## config.mk

```make
export PLATFORM = sky130hd
export DESIGN_NAME = ped_request_unit
export DESIGN_NICKNAME = d
export VERILOG_FILES = /design/src/rtl/ped_request_unit_pkg.sv /design/src/rtl/ped_debounce.sv /design/src/rtl/ped_request_unit.sv
export SDC_FILE = /design/constraint.sdc
export NUM_CORES = 1
export LEC_CHECK = 0
export ABC_AREA = 1
export CORE_MARGIN = 2
export CORE_UTILIZATION = 52
export DETAILED_ROUTE_END_ITERATION = 16
export PLACE_DENSITY_LB_ADDON = 0.12
export REMOVE_ABC_BUFFERS = 1
export SYNTH_ARGS = -nofsm -noshare
export SYNTH_HDL_FRONTEND = slang
export SYNTH_SLANG_ARGS = --single-unit
export TNS_END_PERCENT = 30
```

## constraint.sdc

```tcl
create_clock -name clk -period 2.21 [get_ports clk]
set_input_delay 0.442 -clock clk [delete_from_list [all_inputs] [get_ports clk]]
set_output_delay 0.442 -clock clk [all_outputs]
set_load 0.05 [all_outputs]
```

## src/rtl/ped_request_unit_pkg.sv

```systemverilog
`default_nettype none
// ============================================================================
// Module      : ped_request_unit_pkg
// Description : Shared FSM state encoding and default timing constants for
//               the pedestrian request unit.
// Revision    : 1.0 - initial release
// ============================================================================
package ped_request_unit_pkg;

  // Controller phases; the encoding is fixed so the state register is 2 bits.
  typedef enum logic [1:0] {
    ST_IDLE   = 2'd0,
    ST_WALK_A = 2'd1,
    ST_WALK_B = 2'd2,
    ST_CLEAR  = 2'd3
  } ped_state_t;

  localparam int DEF_DEBOUNCE_CYCLES = 4;
  localparam int DEF_WALK_CYCLES     = 8;
  localparam int DEF_CLEAR_CYCLES    = 2;

  // Width of the walk/clear phase counter and of the walk_cnt output.
  localparam int PHASE_CNT_W = 4;

endpackage : ped_request_unit_pkg
`default_nettype wire

```

## src/rtl/ped_debounce.sv

```systemverilog
`default_nettype none
// ============================================================================
// Module      : ped_debounce
// Description : Two-flop synchroniser followed by a debouncer for one raw
//               push-button. The clean level follows the synchronised level
//               only after it has been stable at the new value for
//               DEBOUNCE_CYCLES consecutive cycles; any return to the old
//               level restarts the count.
// Revision    : 1.0 - initial release
// ============================================================================
module ped_debounce
  import ped_request_unit_pkg::*;
#(
  parameter int DEBOUNCE_CYCLES = DEF_DEBOUNCE_CYCLES
) (
  input  logic clk,
  input  logic rst,
  input  logic btn_i,
  output logic clean_o
);

  localparam int CW = (DEBOUNCE_CYCLES < 2) ? 1 : $clog2(DEBOUNCE_CYCLES + 1);

  logic          sync1_q;
  logic          sync2_q;
  logic          clean_q;
  logic [CW-1:0] cnt_q;
  logic [CW-1:0] cnt_inc;

  assign cnt_inc = cnt_q + CW'(1);

  // Synchronise the button, then count consecutive cycles at the opposite level.
  always_ff @(posedge clk or posedge rst) begin
    if (rst) begin
      sync1_q <= 1'b0;
      sync2_q <= 1'b0;
      clean_q <= 1'b0;
      cnt_q   <= '0;
    end else begin
      sync1_q <= btn_i;
      sync2_q <= sync1_q;
      if (sync2_q == clean_q) begin
        cnt_q <= '0;
      end else if (cnt_inc == CW'(DEBOUNCE_CYCLES)) begin
        clean_q <= sync2_q;
        cnt_q   <= '0;
      end else begin
        cnt_q <= cnt_inc;
      end
    end
  end

  assign clean_o = clean_q;

endmodule : ped_debounce
`default_nettype wire

```

## src/rtl/ped_request_unit.sv

```systemverilog
`default_nettype none
// ============================================================================
// Module      : ped_request_unit
// Description : Pedestrian request unit for a two-approach crossing. Debounces
//               two push-buttons, latches requests, forwards them to the
//               traffic-light controller while idle, and runs a timed walk
//               phase followed by a don't-walk guard when the matching amber
//               lamp is seen. All outputs are registered.
// Revision    : 1.0 - initial release
// ============================================================================
module ped_request_unit
  import ped_request_unit_pkg::*;
#(
  parameter int DEBOUNCE_CYCLES = DEF_DEBOUNCE_CYCLES,
  parameter int WALK_CYCLES     = DEF_WALK_CYCLES,
  parameter int CLEAR_CYCLES    = DEF_CLEAR_CYCLES
) (
  input  logic       clk,
  input  logic       rst,
  input  logic       btn_a,
  input  logic       btn_b,
  input  logic       Ra,
  input  logic       Ga,
  input  logic       Ya,
  input  logic       Rb,
  input  logic       Gb,
  input  logic       Yb,
  output logic       Sa,
  output logic       Sb,
  output logic       walk_a,
  output logic       walk_b,
  output logic       wait_a,
  output logic       wait_b,
  output logic [3:0] walk_cnt
);

  localparam logic [PHASE_CNT_W-1:0] C_WALK_LOAD  = PHASE_CNT_W'(WALK_CYCLES);
  localparam logic [PHASE_CNT_W-1:0] C_CLEAR_LOAD = PHASE_CNT_W'(CLEAR_CYCLES);

  // Only the amber lamps matter; red and green are part of the interface.
  logic unused_lamps;
  assign unused_lamps = ^{Ra, Ga, Rb, Gb};

  logic clean_a;
  logic clean_b;

  ped_debounce #(.DEBOUNCE_CYCLES(DEBOUNCE_CYCLES)) u_deb_a (
    .clk     (clk),
    .rst     (rst),
    .btn_i   (btn_a),
    .clean_o (clean_a)
  );

  ped_debounce #(.DEBOUNCE_CYCLES(DEBOUNCE_CYCLES)) u_deb_b (
    .clk     (clk),
    .rst     (rst),
    .btn_i   (btn_b),
    .clean_o (clean_b)
  );

  ped_state_t             state_q, state_d;
  logic [PHASE_CNT_W-1:0] cnt_q, cnt_d;
  logic                   pend_a_q, pend_a_d;
  logic                   pend_b_q, pend_b_d;
  logic                   clean_prev_a_q, clean_prev_b_q;
  logic                   sa_q, sb_q, walk_a_q, walk_b_q;
  logic [3:0]             walk_cnt_q;
  logic                   rise_a, rise_b;
  logic                   serve_a, serve_b;

  // A press is the rising edge of the clean level; holding does not repeat it.
  assign rise_a = clean_a & ~clean_prev_a_q;
  assign rise_b = clean_b & ~clean_prev_b_q;

  // Next state, phase counter and request latches. A wins a simultaneous amber.
  always_comb begin
    state_d = state_q;
    cnt_d   = cnt_q;
    serve_a = 1'b0;
    serve_b = 1'b0;
    case (state_q)
      ST_IDLE: begin
        if (pend_a_q && Ya) begin
          serve_a = 1'b1;
          state_d = ST_WALK_A;
          cnt_d   = C_WALK_LOAD;
        end else if (pend_b_q && Yb) begin
          serve_b = 1'b1;
          state_d = ST_WALK_B;
          cnt_d   = C_WALK_LOAD;
        end
      end
      ST_WALK_A, ST_WALK_B: begin
        if (cnt_q <= PHASE_CNT_W'(1)) begin
          state_d = ST_CLEAR;
          cnt_d   = C_CLEAR_LOAD;
        end else begin
          cnt_d = cnt_q - PHASE_CNT_W'(1);
        end
      end
      ST_CLEAR: begin
        if (cnt_q <= PHASE_CNT_W'(1)) begin
          state_d = ST_IDLE;
          cnt_d   = '0;
        end else begin
          cnt_d = cnt_q - PHASE_CNT_W'(1);
        end
      end
      default: begin
        state_d = ST_IDLE;
        cnt_d   = '0;
      end
    endcase
    // A press in the serving cycle survives so it is forwarded afterwards.
    pend_a_d = (pend_a_q & ~serve_a) | rise_a;
    pend_b_d = (pend_b_q & ~serve_b) | rise_b;
  end

  // FSM state, requests and all outputs registered from the next-state values.
  always_ff @(posedge clk or posedge rst) begin
    if (rst) begin
      state_q        <= ST_IDLE;
      cnt_q          <= '0;
      pend_a_q       <= 1'b0;
      pend_b_q       <= 1'b0;
      clean_prev_a_q <= 1'b0;
      clean_prev_b_q <= 1'b0;
      sa_q           <= 1'b0;
      sb_q           <= 1'b0;
      walk_a_q       <= 1'b0;
      walk_b_q       <= 1'b0;
      walk_cnt_q     <= '0;
    end else begin
      state_q        <= state_d;
      cnt_q          <= cnt_d;
      pend_a_q       <= pend_a_d;
      pend_b_q       <= pend_b_d;
      clean_prev_a_q <= clean_a;
      clean_prev_b_q <= clean_b;
      sa_q           <= (state_d == ST_IDLE) & pend_a_d;
      sb_q           <= (state_d == ST_IDLE) & pend_b_d;
      walk_a_q       <= (state_d == ST_WALK_A);
      walk_b_q       <= (state_d == ST_WALK_B);
      walk_cnt_q     <= ((state_d == ST_WALK_A) || (state_d == ST_WALK_B)) ? cnt_d : '0;
    end
  end

  assign Sa       = sa_q;
  assign Sb       = sb_q;
  assign walk_a   = walk_a_q;
  assign walk_b   = walk_b_q;
  assign wait_a   = pend_a_q;
  assign wait_b   = pend_b_q;
  assign walk_cnt = walk_cnt_q;

endmodule : ped_request_unit
`default_nettype wire

```

; ---- Word level (Yosys, flattened, before mapping)
; Cells that the tools add are included.
; W data, S select, Z words.
[classes]
n_reduce_logical = 8
n_lt_le_gt_ge = 1
bitwise = 14
eq_ne = 9
add_sub_neg = 3
muxes = 20
[op_table]
columns = operator, n
row1 = $mux W4, 5
row2 = $mux W3, 4
row3 = $pmux W4 S3, 1
row4 = $mux W2, 4
row5 = $add A3 B1 Y3 const B, 2
row6 = $and A1 B1 Y1, 6
row7 = $eq A2 B2 Y1 const B, 3
row8 = $eq A3 B3 Y1 const B, 2
row9 = $not A1 Y1, 6
row10 = $pmux W2 S3, 1
row11 = $mux W1, 5
row12 = $eq A2 B1 Y1 const B, 2
row13 = $le A4 B1 Y1 const B, 1
row14 = $logic_not A2 Y1, 2
row15 = $reduce_and A2 Y1, 2
row16 = $sub A4 B1 Y4 const B, 1
row17 = $eq A1 B1 Y1, 2
row18 = $logic_and A1 B1 Y1, 2
row19 = $or A1 B1 Y1, 2
row20 = $reduce_or A2 Y1, 1
row21 = $logic_or A1 B1 Y1, 1
[totals]
in_bits = 10
wordCells = 74
out_inout_bits = 10
reg_bits = 30

; ---- Logic depth before layout (Yosys ltp)
[logic_depth]
word_depth = 8
ltp_mapped = 11
mapped_depth_nobuf = 11

; ---- Modules after synthesis
; From an unflattened synthesis, not the netlist that was laid out.
[hier_totals]
hier_cells = 153
hier_area_um2 = 1387.6
[modules_own_cells]
columns = mod, instances, seq_area_each_um2, area_each_um2, cells_per_inst
row1 = ped_request_unit, 1, 450.4, 852.1, 95
row2 = ped_debounce, 2, 150.1, 267.8, 29

; ---- Worst setup path after synthesis
; OpenSTA, ideal clock, no wires.
[synth_path]
kind = reg-to-reg
start = reg cnt_q[0]
end = reg walk_cnt_q[1] (netlist: walk_cnt[1])
n_path_buf = 0
required_time_ns = 2.088
arrival_ns = 1.572
period_less_slack_ns = 1.694
path_slack_ns = 0.516
stages_incl_launch_ff = 11
setup_time_ns = 0.122
cell_sequence = dfrtp_1 -> inv_1 -> ha_1 -> nor2_1 -> nor2_2 -> nor2_1 -> o21ai_2 -> inv_1 -> ha_1 -> inv_1 -> a21oi_1
[synth_via]
elab_chain_cells = 6
word_cells_on_any_way = 12
classes_between = add/sub (1) / order compare (1) / eq/ne (2) / mux (7) / reduce/logical (1)
[synth_lines]
columns = item, line_no
row1 = "start, declared", ped_request_unit.sv:62  ; logic [PHASE_CNT_W-1:0] cnt_q, cnt_d;
row2 = "start signal, assigned", ped_request_unit.sv:135  ; cnt_q <= cnt_d;
row3 = $le A4 B1 Y1 (*), "ped_request_unit.sv:94, ped_request_unit.sv:102"
row4 = $mux W2 (on tied branches), "ped_request_unit.sv:102, ped_request_unit.sv:94"
row5 = $pmux W2 S3 (*), ped_request_unit.sv:81  ; case (state_q)
row6 = named net state_d[0], ped_request_unit.sv:61  ; ped_state_t state_q, state_d;
row7 = $eq A2 B1 Y1 or $eq A2 B2 Y1 (tied branches), ped_request_unit.sv:144  ; walk_cnt_q <= ((state_d == ST_WALK_A) || (state_d == ST_WALK_B)) ? cnt_d : '0;
row8 = $logic_or A1 B1 Y1 (*), ped_request_unit.sv:144
row9 = $mux W4 (*), ped_request_unit.sv:144
row10 = "end signal, assigned", ped_request_unit.sv:144
row11 = "end, declared", ped_request_unit.sv:67  ; logic [3:0] walk_cnt_q;
; Mark *: on every way through the listed nets, which the timed path passes. The rest lies on a longest branch.
; A chain may end at the register's enable or synchronous reset.

; ---- Final worst setup path
[layout_path]
start = reg pend_a_q (netlist: wait_a)
end = out wait_a
[layout_lines]
columns = item, line_no
row1 = "start, declared", ped_request_unit.sv:63  ; logic pend_a_q, pend_a_d;
row2 = "start signal, assigned", ped_request_unit.sv:136  ; pend_a_q <= pend_a_d;
row3 = "end, declared", ped_request_unit.sv:32  ; output logic wait_a,
; No word-level cell between the ends.

==> flow_summary.ini <==
[synth]
synth_area_per_cell_um2 = 10.0
synth_compound_area_share_pct = 6.57
muxShareOfSynthArea_pct = 0
yosys.area_share.simple_pct = 16.5
synth-seq-cells = 30
syn-cell-area_um2 = 1310
synth-adder-area-share_pct = 10.5
yosys.cell_types.count = 21
synthCells = 131
synth_xor_area_share_pct = 3.33
seq_area_frac_synth_pct = 57.1
synth_warnings = 0
synth_top_family_by_area = simple AND/OR/NAND/NOR gates

[timing]
setup_tns_ps = 0
drv_slew = 0
hold_viol = 0
grt_setup_unrepaired = false
tightest_slew_ps = 506
slew_headroom_pct = 66.1
skew_ps = 13.0
min_period_ps = 1980
fmax_mhz = 504
fin_ws_ps = 227
finalSetupViolations = 0
finalCritPeriodShare_pct = 89.7

[worst_setup_path]
max_stage_delay_ps = 820
cp_max_fo = 3
start_kind = flop
crit_path_end_kind = primary output
rr_worst_depth = 10
path_cells = clkdlybuf4s50_1
required_ps = 1770
reg2reg_slack_ps = 280
arrival_ps = 1540
rr_endpoint = walk_cnt[1]
critPathBufInv = 1
worstReg2RegStart = cnt_q[0]
crit_type = flop to primary output
path_delay_family = buffers and inverters
crit_path_top_delay_cell = clkdlybuf4s50_1

[final_layout]
multi_input_area_um2 = 484
area_growth_pct = 19.7
finalNetCount = 175
final-seq-area_um2 = 751
final_area_um2 = 1570
fillers = 205
n_antenna_cell = 0
drive_above_1_share_pct = 13.5

[clock_network]
cts_tree = done
post_cts_buffers = 0
path_clk_slew_ps = 100
clk_latency_ps = 320
ctsResizeCount = 0
htreeDepth = 2
cts_num_sinks = 30
numCtsBuffers = 5
clockRootBuffer = clkbuf_4
ctsHoldBuffers = 0
clock_path_buffers = 2

[hold_path]
whs_path_depth = 0
worstHoldStart = u_deb_b.sync1_q
min_path_type = flop to flop
min_to = u_deb_b.sync2_q

[routing]
drt_iter0_drc = 8
dr.pass1.iters = 6
antenna_left = 0
wl_per_cell_um = 11.1
drt_wl_total_um = 2060
drc = 0
via_per_inst = 4.81
via_count = 889

[global_route]
antenna_found_initial = 0
grt_overflow = 0
grt_max_degree = 31
grt_pass1_wl_um = 3600
grtUsageTotal_pct = 17.7
first_global_vias = 867

[placement]
finalWeightedCongestion = 0.840
dpl.hpwl_um = 1620
pre_cts_slack_ps = 185
postPlaceCellArea_um2 = 1510
io_buffers = 15

[power]
ir_drop_v = 0.000960
p_per_area_nw_per_um2 = 1470
leakage_nw = 0.788

[floorplanning]
fp-row-count = 18
die_h_um = 54.3
io_pins = 20
die_w_um = 54.3
fp.dieArea_um2 = 2940
start_util_pct = 54.0
design.core.area_um2 = 2430

[flow_run]
maxCapViolations = 0

[outcome]
status = finished clean
[area by class of cell]
| class | count | share of cell area [%] |
|---|---|---|
| Clock buffer | 6 | 3.26 |
| Clock inverter | 2 | 0.796 |
| Inverter | 21 | 5.01 |
| Multi-Input combinational cell | 80 | 30.8 |
| Sequential cell | 30 | 47.7 |
| Tap cell | 30 | 2.39 |
| Timing Repair Buffer | 16 | 10.0 |
[worst max path at each step]
stage | endpoint | slack [ps] | cells after the start | start
5_1_grt | walk_cnt[3] | 120 | 10 | cnt_q[0]
6_report | wait_a | 230 | 1 | wait_a
3_3_place_gp | walk_cnt[0] | 200 | 8 | Yb
3_5_place_dp | walk_cnt[0] | 190 | 8 | Yb
2_1_floorplan | walk_cnt[1] | 520 | 10 | cnt_q[0]
4_1_cts | wait_a | 200 | 1 | wait_a
[cell usage after synthesis]
master    count  share of area [%]
dfrtp_1      30                 57
xnor2_1       4                2.7
inv_2         3               0.86
o21ai_0       3                1.1
inv_1        18                5.1
nor2_1       11                3.1
or2_2         1               0.48
xor2_1        1               0.67
nand3_1       4                1.5
nor2_2        3                1.4
ha_1         11                 10
nand2_2       3                1.4
nor3_1        4                1.5
a31oi_1       1               0.48
a21oi_1       6                2.3
and2_1        1               0.48
nand4_1       1               0.48
nand2_1      21                6.0
o21ai_2       2                1.3
a21boi_0      1               0.57
o21ai_1       2               0.76
[state kept, by name, summed over array words and instances (netlist names), 2 cells and up]
signal	flops
cnt_q	4
walk_cnt	4
u_deb_a.cnt_q	3
u_deb_b.cnt_q	3
state_q	2
[cells by family after synthesis]
| family | count (synthesis) |
|---|---|
| buffers and inverters | 21 |
| xor gates and xnor gates | 5 |
| adders and majority gates | 11 |
| DFF | 30 |
| and+or+nand+nor | 49 |
| AOI/OAI and AO/OA | 15 |
[per-stage QoR]
| step | hold slack (ps) | util (%) | total power [mW] | std cells |
|---|---|---|---|---|
| after floorplan | 331 | - | 1.70 | 131 |
| after global placement | 333 | 62.0 | 1.97 | 177 |
| after detailed placement | 338 | 62.0 | 2.01 | 177 |
| after CTS | 367 | 64.7 | 2.36 | 185 |
| after global routing | 372 | 64.7 | 2.54 | 185 |
| final | 358 | 64.7 | 2.32 | 185 |
[where the power goes]
| group | switching [mW] | internal (mW) | total (mW) |
|---|---|---|---|
| clock | 0.182 | 0.153 | 0.335 |
| sequential | 0.111 | 0.727 | 0.837 |
| combinational | 0.739 | 0.405 | 1.14 |
[routing by layer]
metal  GRT usage [%]  vias up  part of all wire [%]
met4            7.08        0                   1.0
li1                -      454                     -
met5               0        -                     0
met1            20.7      408                    43
met2            30.1       23                    50
met3            5.46        4                   5.8
[placed cells by master (no fill, tap or decap), drive strengths merged]
cell type and n:
dfrtp 30, nand2 24, inv 21, clkdlybuf4s50 15, nor2 14, ha 11, o21ai 7, a21oi 6
clkbuf 6, xnor2 4, nor3 4, nand3 4, a31oi 1, xor2 1, nand4 1, or2 1
and2 1, a21boi 1, clkinvlp 1, clkinv 1, buf 1
(Power assumes the default switching activity.)
